[config.mk]
export PLATFORM = sky130hd
export DESIGN_NAME = pcie_x1_rx_credit_ctrl
export DESIGN_NICKNAME = d
export VERILOG_FILES = /design/src/rtl/pcie_x1_rx_pkg.sv /design/src/rtl/pcie_x1_rx_credit_fifo.sv /design/src/rtl/pcie_x1_rx_credit_ctrl.sv
export SDC_FILE = /design/constraint.sdc
export NUM_CORES = 1
export LEC_CHECK = 0
export ABC_AREA = 1
export CAP_MARGIN = 5
export CORE_MARGIN = 10
export CORE_UTILIZATION = 50
export CTS_BUF_LIST = sky130_fd_sc_hd__clkbuf_8
export CTS_CLUSTER_SIZE = 40
export DETAILED_ROUTE_END_ITERATION = 16
export PLACE_DENSITY = 0.77
export SLEW_MARGIN = 30
export SYNTH_ARGS = -nofsm -noshare
export SYNTH_HDL_FRONTEND = slang
export SYNTH_SLANG_ARGS = --single-unit
[constraint.sdc]
create_clock -name sys_clk_125 -period 2.25 [get_ports sys_clk_125]
set_input_delay 0.3375 -clock sys_clk_125 [delete_from_list [all_inputs] [get_ports sys_clk_125]]
set_output_delay 0.3375 -clock sys_clk_125 [all_outputs]
set_load 0.005 [all_outputs]
[src/rtl/pcie_x1_rx_pkg.sv]
// Shared TLP header codes, queue entry layout and credit helper for the
// pcie_x1 VC0 receive credit controller.
package pcie_x1_rx_pkg;

  localparam int unsigned CRED_W = 9;

  localparam logic [4:0] TYPE_MEM   = 5'b00000;
  localparam logic [4:0] TYPE_MEMLK = 5'b00001;
  localparam logic [4:0] TYPE_IO    = 5'b00010;
  localparam logic [4:0] TYPE_CFG0  = 5'b00100;
  localparam logic [4:0] TYPE_CFG1  = 5'b00101;
  localparam logic [4:0] TYPE_CPL   = 5'b01010;
  localparam logic [4:0] TYPE_CPLLK = 5'b01011;
  localparam logic [1:0] TYPE_MSG_PFX = 2'b10;

  typedef enum logic {POSTED, NONPOSTED} tlp_class_e;

  typedef enum logic [1:0] {IDLE, HDR1, BODY} parse_state_e;

  typedef struct packed {
    tlp_class_e        cls;
    logic              hdr;
    logic [CRED_W-1:0] dcred;
    logic              auto_ret;
  } entry_t;

  // Length 0 encodes 1024 DW, i.e. 256 credits.
  function automatic logic [CRED_W-1:0] data_credits(input logic [9:0] len);
    logic [10:0] sum;
    sum = {1'b0, len} + 11'd3;
    if (len == '0) return 9'd256;
    return sum[10:2];
  endfunction

endpackage

[src/rtl/pcie_x1_rx_credit_fifo.sv]
// Show-ahead synchronous FIFO holding pending TLP credit entries.
module pcie_x1_rx_credit_fifo #(
  parameter int unsigned DEPTH = 8,
  parameter int unsigned WIDTH = 12
) (
  input  logic                       clk,
  input  logic                       rst_n,
  input  logic                       wr_en,
  input  logic [WIDTH-1:0]           wr_data,
  input  logic                       rd_en,
  output logic [WIDTH-1:0]           rd_data,
  output logic [$clog2(DEPTH):0]     count,
  output logic                       full,
  output logic                       empty
);
  localparam int unsigned AW = $clog2(DEPTH);
  localparam int unsigned CW = AW + 1;

  logic [WIDTH-1:0] mem [DEPTH];
  logic [AW-1:0]    wr_ptr;
  logic [AW-1:0]    rd_ptr;
  logic             do_wr;
  logic             do_rd;

  assign full    = (count == CW'(DEPTH));
  assign empty   = (count == '0);
  assign do_wr   = wr_en && !full;
  assign do_rd   = rd_en && !empty;
  assign rd_data = mem[rd_ptr];

  always_ff @(posedge clk) begin
    if (do_wr) mem[wr_ptr] <= wr_data;
  end

  always_ff @(posedge clk or negedge rst_n) begin
    if (!rst_n) begin
      wr_ptr <= '0;
      rd_ptr <= '0;
      count  <= '0;
    end else begin
      if (do_wr) wr_ptr <= wr_ptr + AW'(1);
      if (do_rd) rd_ptr <= rd_ptr + AW'(1);
      case ({do_wr, do_rd})
        2'b10:   count <= count + CW'(1);
        2'b01:   count <= count - CW'(1);
        default: count <= count;
      endcase
    end
  end

endmodule

[src/rtl/pcie_x1_rx_credit_ctrl.sv]
// VC0 receive credit controller: parses TLP headers, queues credit costs in
// order and returns them to the core when each TLP is released.
module pcie_x1_rx_credit_ctrl
  import pcie_x1_rx_pkg::*;
#(
  parameter int unsigned DEPTH     = 8,
  parameter int unsigned AFULL_LVL = DEPTH - 1
) (
  input  logic                     sys_clk_125,
  input  logic                     rst_n,
  input  logic [15:0]              rx_data_vc0,
  input  logic                     rx_st_vc0,
  input  logic                     rx_end_vc0,
  input  logic                     rx_us_req_vc0,
  input  logic                     rx_malf_tlp_vc0,
  input  logic                     tlp_release,
  output logic                     ph_processed_vc0,
  output logic                     pd_processed_vc0,
  output logic                     nph_processed_vc0,
  output logic                     npd_processed_vc0,
  output logic [7:0]               pd_num_vc0,
  output logic [7:0]               npd_num_vc0,
  output logic                     ph_buf_status_vc0,
  output logic                     pd_buf_status_vc0,
  output logic                     nph_buf_status_vc0,
  output logic                     npd_buf_status_vc0,
  output logic [$clog2(DEPTH):0]   pending_cnt,
  output logic                     ovf_err,
  output logic                     seq_err
);
  localparam int unsigned CW = $clog2(DEPTH) + 1;

  parse_state_e state, state_nxt;
  logic [1:0]   fmt_q;
  logic [4:0]   typ_q;
  logic [9:0]   len_q;
  logic         auto_seen;
  logic         flag;
  logic         seq_evt;
  logic         end_evt;
  logic         is_mem, is_msg, is_cpl, is_np;
  entry_t       new_entry;
  entry_t       head;
  logic         wr_en, full, empty, retire;
  logic         split_pend, rel_pend;
  logic         unused_rsvd;

  assign unused_rsvd = rx_data_vc0[15];
  assign flag        = rx_us_req_vc0 | rx_malf_tlp_vc0;

  // rx_st takes priority anywhere outside IDLE: the partial TLP is dropped.
  always_comb begin
    state_nxt = state;
    seq_evt   = 1'b0;
    end_evt   = 1'b0;
    case (state)
      IDLE: begin
        if (rx_st_vc0)  state_nxt = HDR1;
        if (rx_end_vc0) seq_evt   = 1'b1;
      end
      HDR1: begin
        state_nxt = BODY;
        if (rx_st_vc0) begin
          seq_evt   = 1'b1;
          state_nxt = HDR1;
        end
        if (rx_end_vc0) seq_evt = 1'b1;
      end
      BODY: begin
        if (rx_st_vc0) begin
          seq_evt   = 1'b1;
          state_nxt = HDR1;
        end else if (rx_end_vc0) begin
          end_evt   = 1'b1;
          state_nxt = IDLE;
        end
      end
      default: state_nxt = IDLE;
    endcase
  end

  always_ff @(posedge sys_clk_125 or negedge rst_n) begin
    if (!rst_n) state <= IDLE;
    else        state <= state_nxt;
  end

  always_ff @(posedge sys_clk_125 or negedge rst_n) begin
    if (!rst_n) begin
      fmt_q     <= '0;
      typ_q     <= '0;
      len_q     <= '0;
      auto_seen <= 1'b0;
    end else if (rx_st_vc0) begin
      fmt_q     <= rx_data_vc0[14:13];
      typ_q     <= rx_data_vc0[12:8];
      auto_seen <= flag;
    end else begin
      if (state == HDR1) len_q     <= rx_data_vc0[9:0];
      if (state != IDLE) auto_seen <= auto_seen | flag;
    end
  end

  always_comb begin
    is_mem = (typ_q == TYPE_MEM);
    is_msg = (typ_q[4:3] == TYPE_MSG_PFX);
    is_cpl = (typ_q == TYPE_CPL) || (typ_q == TYPE_CPLLK);
    is_np  = (is_mem && !fmt_q[1]) || (typ_q == TYPE_MEMLK) || (typ_q == TYPE_IO)
          || (typ_q == TYPE_CFG0) || (typ_q == TYPE_CFG1);
    new_entry          = '0;
    new_entry.hdr      = 1'b1;
    new_entry.auto_ret = auto_seen | flag;
    if (is_np) begin
      new_entry.cls   = NONPOSTED;
      new_entry.dcred = {8'd0, fmt_q[1]};
    end else begin
      new_entry.cls = POSTED;
      if (((is_mem && fmt_q[1]) || is_msg) && fmt_q[1])
        new_entry.dcred = data_credits(len_q);
    end
  end

  assign wr_en = end_evt && !is_cpl;

  pcie_x1_rx_credit_fifo #(
    .DEPTH (DEPTH),
    .WIDTH ($bits(entry_t))
  ) u_fifo (
    .clk     (sys_clk_125),
    .rst_n   (rst_n),
    .wr_en   (wr_en),
    .wr_data (new_entry),
    .rd_en   (retire),
    .rd_data (head),
    .count   (pending_cnt),
    .full    (full),
    .empty   (empty)
  );

  // A 256-credit entry occupies the return path for a second cycle; a release
  // arriving then is carried into the following cycle.
  assign retire = !empty && !split_pend && (head.auto_ret || tlp_release || rel_pend);

  always_ff @(posedge sys_clk_125 or negedge rst_n) begin
    if (!rst_n) begin
      ph_processed_vc0  <= 1'b0;
      pd_processed_vc0  <= 1'b0;
      nph_processed_vc0 <= 1'b0;
      npd_processed_vc0 <= 1'b0;
      pd_num_vc0        <= '0;
      npd_num_vc0       <= '0;
      split_pend        <= 1'b0;
      rel_pend          <= 1'b0;
    end else begin
      ph_processed_vc0  <= 1'b0;
      pd_processed_vc0  <= 1'b0;
      nph_processed_vc0 <= 1'b0;
      npd_processed_vc0 <= 1'b0;
      pd_num_vc0        <= '0;
      npd_num_vc0       <= '0;
      split_pend        <= 1'b0;
      rel_pend          <= split_pend & tlp_release;
      if (split_pend) begin
        pd_processed_vc0 <= 1'b1;
        pd_num_vc0       <= 8'd128;
      end else if (retire) begin
        if (head.cls == POSTED) begin
          ph_processed_vc0 <= head.hdr;
          if (head.dcred != '0) begin
            pd_processed_vc0 <= 1'b1;
            pd_num_vc0       <= head.dcred[8] ? 8'd128 : head.dcred[7:0];
            split_pend       <= head.dcred[8];
          end
        end else begin
          nph_processed_vc0 <= head.hdr;
          if (head.dcred != '0) begin
            npd_processed_vc0 <= 1'b1;
            npd_num_vc0       <= head.dcred[7:0];
          end
        end
      end
    end
  end

  always_ff @(posedge sys_clk_125 or negedge rst_n) begin
    if (!rst_n) begin
      ph_buf_status_vc0  <= 1'b0;
      pd_buf_status_vc0  <= 1'b0;
      nph_buf_status_vc0 <= 1'b0;
      npd_buf_status_vc0 <= 1'b0;
      ovf_err            <= 1'b0;
      seq_err            <= 1'b0;
    end else begin
      ph_buf_status_vc0  <= (pending_cnt >= CW'(AFULL_LVL));
      pd_buf_status_vc0  <= (pending_cnt >= CW'(AFULL_LVL));
      nph_buf_status_vc0 <= (pending_cnt >= CW'(AFULL_LVL));
      npd_buf_status_vc0 <= (pending_cnt >= CW'(AFULL_LVL));
      if (wr_en && full) ovf_err <= 1'b1;
      if (seq_evt)       seq_err <= 1'b1;
    end
  end

endmodule

Yosys cells after proc, flatten, opt, wreduce, memory -nomap -nowiden:

Memory sizes are Yosys's and may differ from the RTL's.
Cells that the tools add are included.

* bits in registers: 55
* latch bits: 0
* bits in writable memories: 88
* memory bits (read-only): 0
* input port bits: 23
* output and inout bits: 30
* memories kept: 1

Memories
* u_fifo.mem: words 8, width 11, read ports 1, clocked after Yosys merged registers in 0, write ports 1, line pcie_x1_rx_credit_fifo.sv:19 `logic [WIDTH-1:0] mem [DEPTH];`

* add/subtract/negate cells: 5
* multiply operators: 0
* div/mod/pow operators: 0
* order comparisons: 1
* eq/ne operators: 14
* shift-type cells: 0
* muxes and demuxes: 50
* bitwise operators: 4
* reduce and logical (&&, ||, !) cells: 32

Operators by type and width (count)
* 8-bit two-way mux: 9
* 9-bit two-way mux: 4
* 1-bit two-way mux: 30
* 10-bit by 2-bit adder with 11-bit output (second input constant): 1
* 5-bit by 3-bit equality test with 1-bit output (second input constant): 2
* 5-bit by 4-bit equality test with 1-bit output (second input constant): 2
* 10-bit zero test: 1
* 1-bit logical AND: 9
* 9-bit nonzero test: 1
* 1-bit logical OR: 8
* 2-bit two-way mux: 4
* 4-bit one-hot mux with 2 select lines: 1
* 3-bit by 1-bit adder with 3-bit output (second input constant): 2
* 2-bit equality test (second input constant): 3
* 2-bit one-hot mux with 3 select lines: 1
* 2-bit nonzero test: 3
* 5-bit by 1-bit equality test with 1-bit output (second input constant): 1
* 5-bit by 2-bit equality test with 1-bit output (second input constant): 1
* 1-bit zero test: 5
* 5-bit zero test: 1
* 4-bit by 1-bit adder with 4-bit output (second input constant): 1
* 2-bit by 1-bit equality test with 1-bit output (second input constant): 2
* 4-bit equality test (second input constant): 1
* 4-bit by 3-bit >= comparator with 1-bit output (second input constant): 1
* 10 further kinds: 12

Longest topological paths before layout:

* depth after elaboration: 10
* gate-level depth with buffers: 19
* gate-level depth less buffers: 18

Cells and area by module:

Synthesis repeated with hierarchy kept, for this count alone.

* cells, all modules: 739
* area total of the unflattened synthesis: 6802.8 sq um

By module, submodules not included
* pcie_x1_rx_credit_fifo: times used 1, cells an instance 496, area an instance 4807.1 sq um, sequential area each 3133.0 sq um
* pcie_x1_rx_credit_ctrl: times used 1, cells an instance 243, area an instance 1995.7 sq um, sequential area each 1101.1 sq um

Worst setup path before layout:

No wires, ideal clock.

* path type: reg-to-reg
* start point: reg state[1]
* end point: mem u_fifo.mem[0][0] in the netlist's numbering, enable pin
* arrival time: 1.857 ns
* slack: 0.000 ns
* stages on the path, launching flop included: 6
* path buffers: 0
* cells stage by stage: dfrtp_1 -> inv_1 -> nor3_2 -> nand3_1 -> or2_1 -> nor3_1

* word-level cells in the longest chain between the ends: 6

RTL lines
* start: declaration: line pcie_x1_rx_credit_ctrl.sv:33 `parse_state_e state, state_nxt;`
* start signal: assignment: line pcie_x1_rx_credit_ctrl.sv:84 `else state <= state_nxt;`
* 2-bit equality test: line pcie_x1_rx_credit_ctrl.sv:56 `case (state)`
* 1-bit two-way mux: line pcie_x1_rx_credit_ctrl.sv:56
* 1-bit logical AND: line pcie_x1_rx_credit_ctrl.sv:122 `assign wr_en = end_evt && !is_cpl;`
* 1-bit logical AND: line pcie_x1_rx_credit_fifo.sv:27 `assign do_wr = wr_en && !full;`
* 1-bit two-way mux: line pcie_x1_rx_credit_fifo.sv:32 `if (do_wr) mem[wr_ptr] <= wr_data;`
* 1-bit two-way mux (implied by the code): line pcie_x1_rx_credit_fifo.sv:32
* end: declaration: line pcie_x1_rx_credit_fifo.sv:19

Every way passes these cells.

Worst setup path after layout:

* start point: reg u_fifo.rd_ptr[0]
* end point: reg u_fifo.count[3]

* word-level cells in the longest chain between the ends: 7
* elaborated cells between the ends (all ways): 9
* classes of those cells: 2 x eq/ne; 1 x mux; 5 x reduce/logical; 1 x memory

RTL lines
* start: declaration: line pcie_x1_rx_credit_fifo.sv:21 `logic [AW-1:0] rd_ptr;`
* start signal: assignment: line pcie_x1_rx_credit_fifo.sv:42 `if (do_rd) rd_ptr <= rd_ptr + AW'(1);`
* memory 8 x 11 bit (*)
* 1-bit logical OR (*) (2 in a row): line pcie_x1_rx_credit_ctrl.sv:141 `assign retire = !empty && !split_pend && (head.auto_ret || tlp_release || rel_pend);`
* 1-bit logical AND (*): line pcie_x1_rx_credit_ctrl.sv:141
* 1-bit logical AND (*): line pcie_x1_rx_credit_fifo.sv:28 `assign do_rd = rd_en && !empty;`
* named net u_fifo.do_rd: line pcie_x1_rx_credit_fifo.sv:23 `logic do_rd;`
* 2-bit by 1-bit equality test with 1-bit output or 2-bit equality test (tied branches): line pcie_x1_rx_credit_fifo.sv:43 `case ({do_wr, do_rd})`
* 4-bit one-hot mux with 2 select lines or 2-bit nonzero test (tied branches)
* end signal: assignment: line pcie_x1_rx_credit_fifo.sv:44 `2'b10: count <= count + CW'(1);`
* end signal: assignment: line pcie_x1_rx_credit_fifo.sv:45 `2'b01: count <= count - CW'(1);`
* end signal: assignment: line pcie_x1_rx_credit_fifo.sv:46 `default: count <= count;`
* end: declaration: line pcie_x1_rx_credit_fifo.sv:12 `output logic [$clog2(DEPTH):0] count,`

Mark *: on every way through the listed nets, which the timed path passes. The rest lies on a longest branch.
A chain may end at the register's enable or synchronous reset.

==> impl_metrics.env <==
export IMPL_final_core_util_pct=62.3
export IMPL_drive_above_1_share_pct=16.4
export IMPL_crit_arrival_ns=2.50
export IMPL_syn_cell_area_mm2=0.00612
export IMPL_routed_via_density=5.26
export IMPL_n_antenna_cell=0
export IMPL_syn_num_nets=613
export IMPL_clock_path_buffers=2
export IMPL_vdd_drop_max_v=0.000601
export IMPL_cp_slowest_cell="dfrtp_2"
export IMPL_async_flop_share_pct=38.0
export IMPL_power_density_mw_per_mm2=1230
export IMPL_fillCellCount=922
export IMPL_maxSlewViolCount=0
export IMPL_drtIter0Drc=352
export IMPL_io_pins=53
export IMPL_period_share_pct=96.5
export IMPL_nets=702
export IMPL_status="completed"
export IMPL_end_kind="flop"
export IMPL_max_slew_margin_pct=47.4
export IMPL_synth_top_cell_by_area="edfxtp_1"
export IMPL_cts_sinks=142
export IMPL_worst_slew_pin_slew_ns=0.781
export IMPL_cap_violations=0
export IMPL_fmax_mhz=461
export IMPL_total_power_mw=9.18
export IMPL_core_rowCount=40
export IMPL_cts_made_buffers=17
export IMPL_antenna_found_initial=0
export IMPL_final_hold_violation_count=0
export IMPL_critPathBufInv=5
export IMPL_area_delta_synth_final_pct=22.3
export IMPL_coreArea_mm2=0.0120
export IMPL_antenna_left=0
export IMPL_clock_latency_ns=0.44
export IMPL_fin_skew_ns=0.00970
export IMPL_totalWireLength_um=12800
export IMPL_setup_viol=0
export IMPL_route_detailed_drc=0
export IMPL_cts_htree_levels=4
export IMPL_final_common_cell="nand2_1"
export IMPL_finalCriticalPeriod_ns=2.17
export IMPL_cp_data_required_time_ns=2.58
export IMPL_yosys_warnings=0
export IMPL_die_h_um=131
export IMPL_seq_area_frac_synth_pct=65.3
export IMPL_synthCells=585
export IMPL_cp_max_fo=6
export IMPL_hpwlAfterDp_um=8660
export IMPL_first_pass_iters=5
export IMPL_synthFlopType="edfxtp_1"
export IMPL_grt_pass1_wl_um=21100
export IMPL_grt_usage_pct=15.9
export IMPL_critical_path_top_delay_family="simple AND/OR/NAND/NOR gates"
export IMPL_grt_max_degree=42
export IMPL_cts_tree="built"
export IMPL_gp_congestion=0.812
export IMPL_gr_total_overflow=0
export IMPL_yosysTopAreaCellShare_pct=43.2
export IMPL_leakage_nw=3.22
export IMPL_worstSetupPathType="reg -> reg"
export IMPL_wl_per_cell_um=15.4
export IMPL_synth_area_leaders="edfxtp_1, dfrtp_1, nand2_1, nand3_1, inv_1"
export IMPL_synth_area_per_cell_um2=10.5
export IMPL_io_buffers=50
export IMPL_worstHoldPathType="in -> async"
export IMPL_clk_pin_slew_ns=0.08
export IMPL_grt_pass1_vias=4472
export IMPL_synth_edf_count=88
export IMPL_initial_core_util_pct=50.9
export IMPL_die_w_um=131
export IMPL_startpoint_type="flop"
export IMPL_cp_cell_sequence="inv_6, nor2_2, nor2_1, o21ai_1, nand2_1, nand2_1, nand3_2, nand2_2, inv_2, ha_4, nand2_4, inv_2, nor2_4, buf_4, buf_4, nand4_1, nand3_1, xor2_1"
export IMPL_dieArea_mm2=0.0171
export IMPL_vias=4388
export IMPL_ys_ff_latch=142
export IMPL_crit_path_max_incr_delay_ns=0.49
export IMPL_layout_common_cells="nand2_1, edfxtp_1, inv_1"
export IMPL_synth_cell_types=39
export IMPL_cts_root_buffer="clkbuf_8"
-- what timing repair did --
action,4_1_cts,5_1_grt
pin swaps,2,5
gates resized for setup,4,16
buffers inserted,3,1
hold buffers,1,0
gates cloned,0,0
endpoints found under the hold margin,18,0
endpoints found under the setup margin,2,10
-- per-stage QoR --
stage | cell area [um^2] | setup TNS (ns) | hold WS (ns) | cells | setup WS (ns)
2_1_floorplan | 6120 | 0 | 0.0419 | 585 | 0.000270
3_3_place_gp | 6930 | -3.77 | 0.289 | 797 | -0.123
3_5_place_dp | 6930 | -6.00 | 0.290 | 797 | -0.181
4_1_cts | 7420 | 0 | 0.334 | 833 | 0.0145
5_1_grt | 7480 | -0.0891 | 0.365 | 834 | -0.0516
6_report | 7480 | 0 | 0.360 | 834 | 0.0792
-- metal layers --
layer / vias up / GRT usage, % / part of all wire (%)
li1: 2118 / - / -
met5: - / 0 / 0
met3: 25 / 5.44 / 7.7
met4: 0 / 6.74 / 1.7
met2: 159 / 26.5 / 49
met1: 2086 / 18.2 / 42
-- state kept, by name, indices dropped and copies added, names as in the netlist --
| register | cells |
|---|---|
| pd_processed_vc0 | 1 |
| pd_num_vc0 | 8 |
| npd_processed_vc0 | 1 |
| state | 2 |
| u_fifo.mem | 88 |
| fmt_q | 1 |
| u_fifo.rd_ptr | 3 |
| rel_pend | 1 |
| ovf_err | 1 |
| typ_q | 5 |
| npd_num_vc0 | 8 |
| u_fifo.count | 4 |
| npd_buf_status_vc0 | 1 |
| nph_processed_vc0 | 1 |
| auto_seen | 1 |
| len_q | 10 |
| seq_err | 1 |
| split_pend | 1 |
| u_fifo.wr_ptr | 3 |
| ph_processed_vc0 | 1 |
-- worst paths after layout --
path	end	slack (ns)	cells after the start	start
max	u_fifo.count[3]	0.08	18	u_fifo.rd_ptr[0]
min	state[1]	0.36	2	rst_n
max reg2reg	u_fifo.count[3]	0.08	18	u_fifo.rd_ptr[0]
min reg2reg	seq_err	0.48	2	seq_err
max in group asynchronous	u_fifo.rd_ptr[0]	1.07	3	rst_n
min in group sys_clk_125	rel_pend	0.47	3	tlp_release
-- cell usage after synthesis (2+ instances only) --
cell type  instances
nand2_1          142
edfxtp_1          88
inv_1             61
dfrtp_1           54
nand3_1           53
nor2_1            52
o21ai_0           22
nor3_1            21
o21ai_1           10
a21oi_1            9
buf_4              9
buf_2              7
mux2_2             6
ha_1               5
nand4_1            4
nor2_2             4
xor2_1             4
buf_6              3
clkbuf_1           3
inv_2              3
nand2_2            3
xnor2_1            3
nor3b_1            2
o21ai_4            2
-- worst register-to-register path: stages, from the launching register on --
cell and delay, ns:
dfrtp_2 0.49, inv_6 0.09, nor2_2 0.03, nor2_1 0.10, o21ai_1 0.09, nand2_1 0.07, nand2_1 0.06, nand3_2 0.06
nand2_2 0.05, inv_2 0.09, ha_4 0.17, nand2_4 0.06, inv_2 0.07, nor2_4 0.04, buf_4 0.13, buf_4 0.12
nand4_1 0.09, nand3_1 0.10, xor2_1 0.16
-- layout make-up --
type / count / area (um^2) / area share (%)
clock buffer: 17 / 234 / 3.13
clock inverter: 15 / 208 / 2.78
inverter: 65 / 249 / 3.33
multi-input combinational: 356 / 1800 / 24.0
sequential: 142 / 4000 / 53.4
tap: 147 / 184 / 2.46
timing repair buffer: 92 / 813 / 10.9
-- where the power goes --
group	leakage (nW)	switching (mW)	total, mW	internal [mW]
registers	1.48	0.203	3.32	3.11
logic	1.53	2.17	3.65	1.49
clock network	0.210	0.994	2.22	1.22
total	3.22	3.36	9.18	5.82
-- cells by family after synthesis --
kind of cell / after synthesis / share of synthesized area, %
simple gates: 286 / 20.0
flops: 142 / 65.3
buf+inv: 87 / 6.49
compound gates: 52 / 5.09
xor+xnor: 7 / 1.00
mux: 6 / 1.10
fa+ha+maj: 5 / 1.02
(Power assumes the default switching activity.)
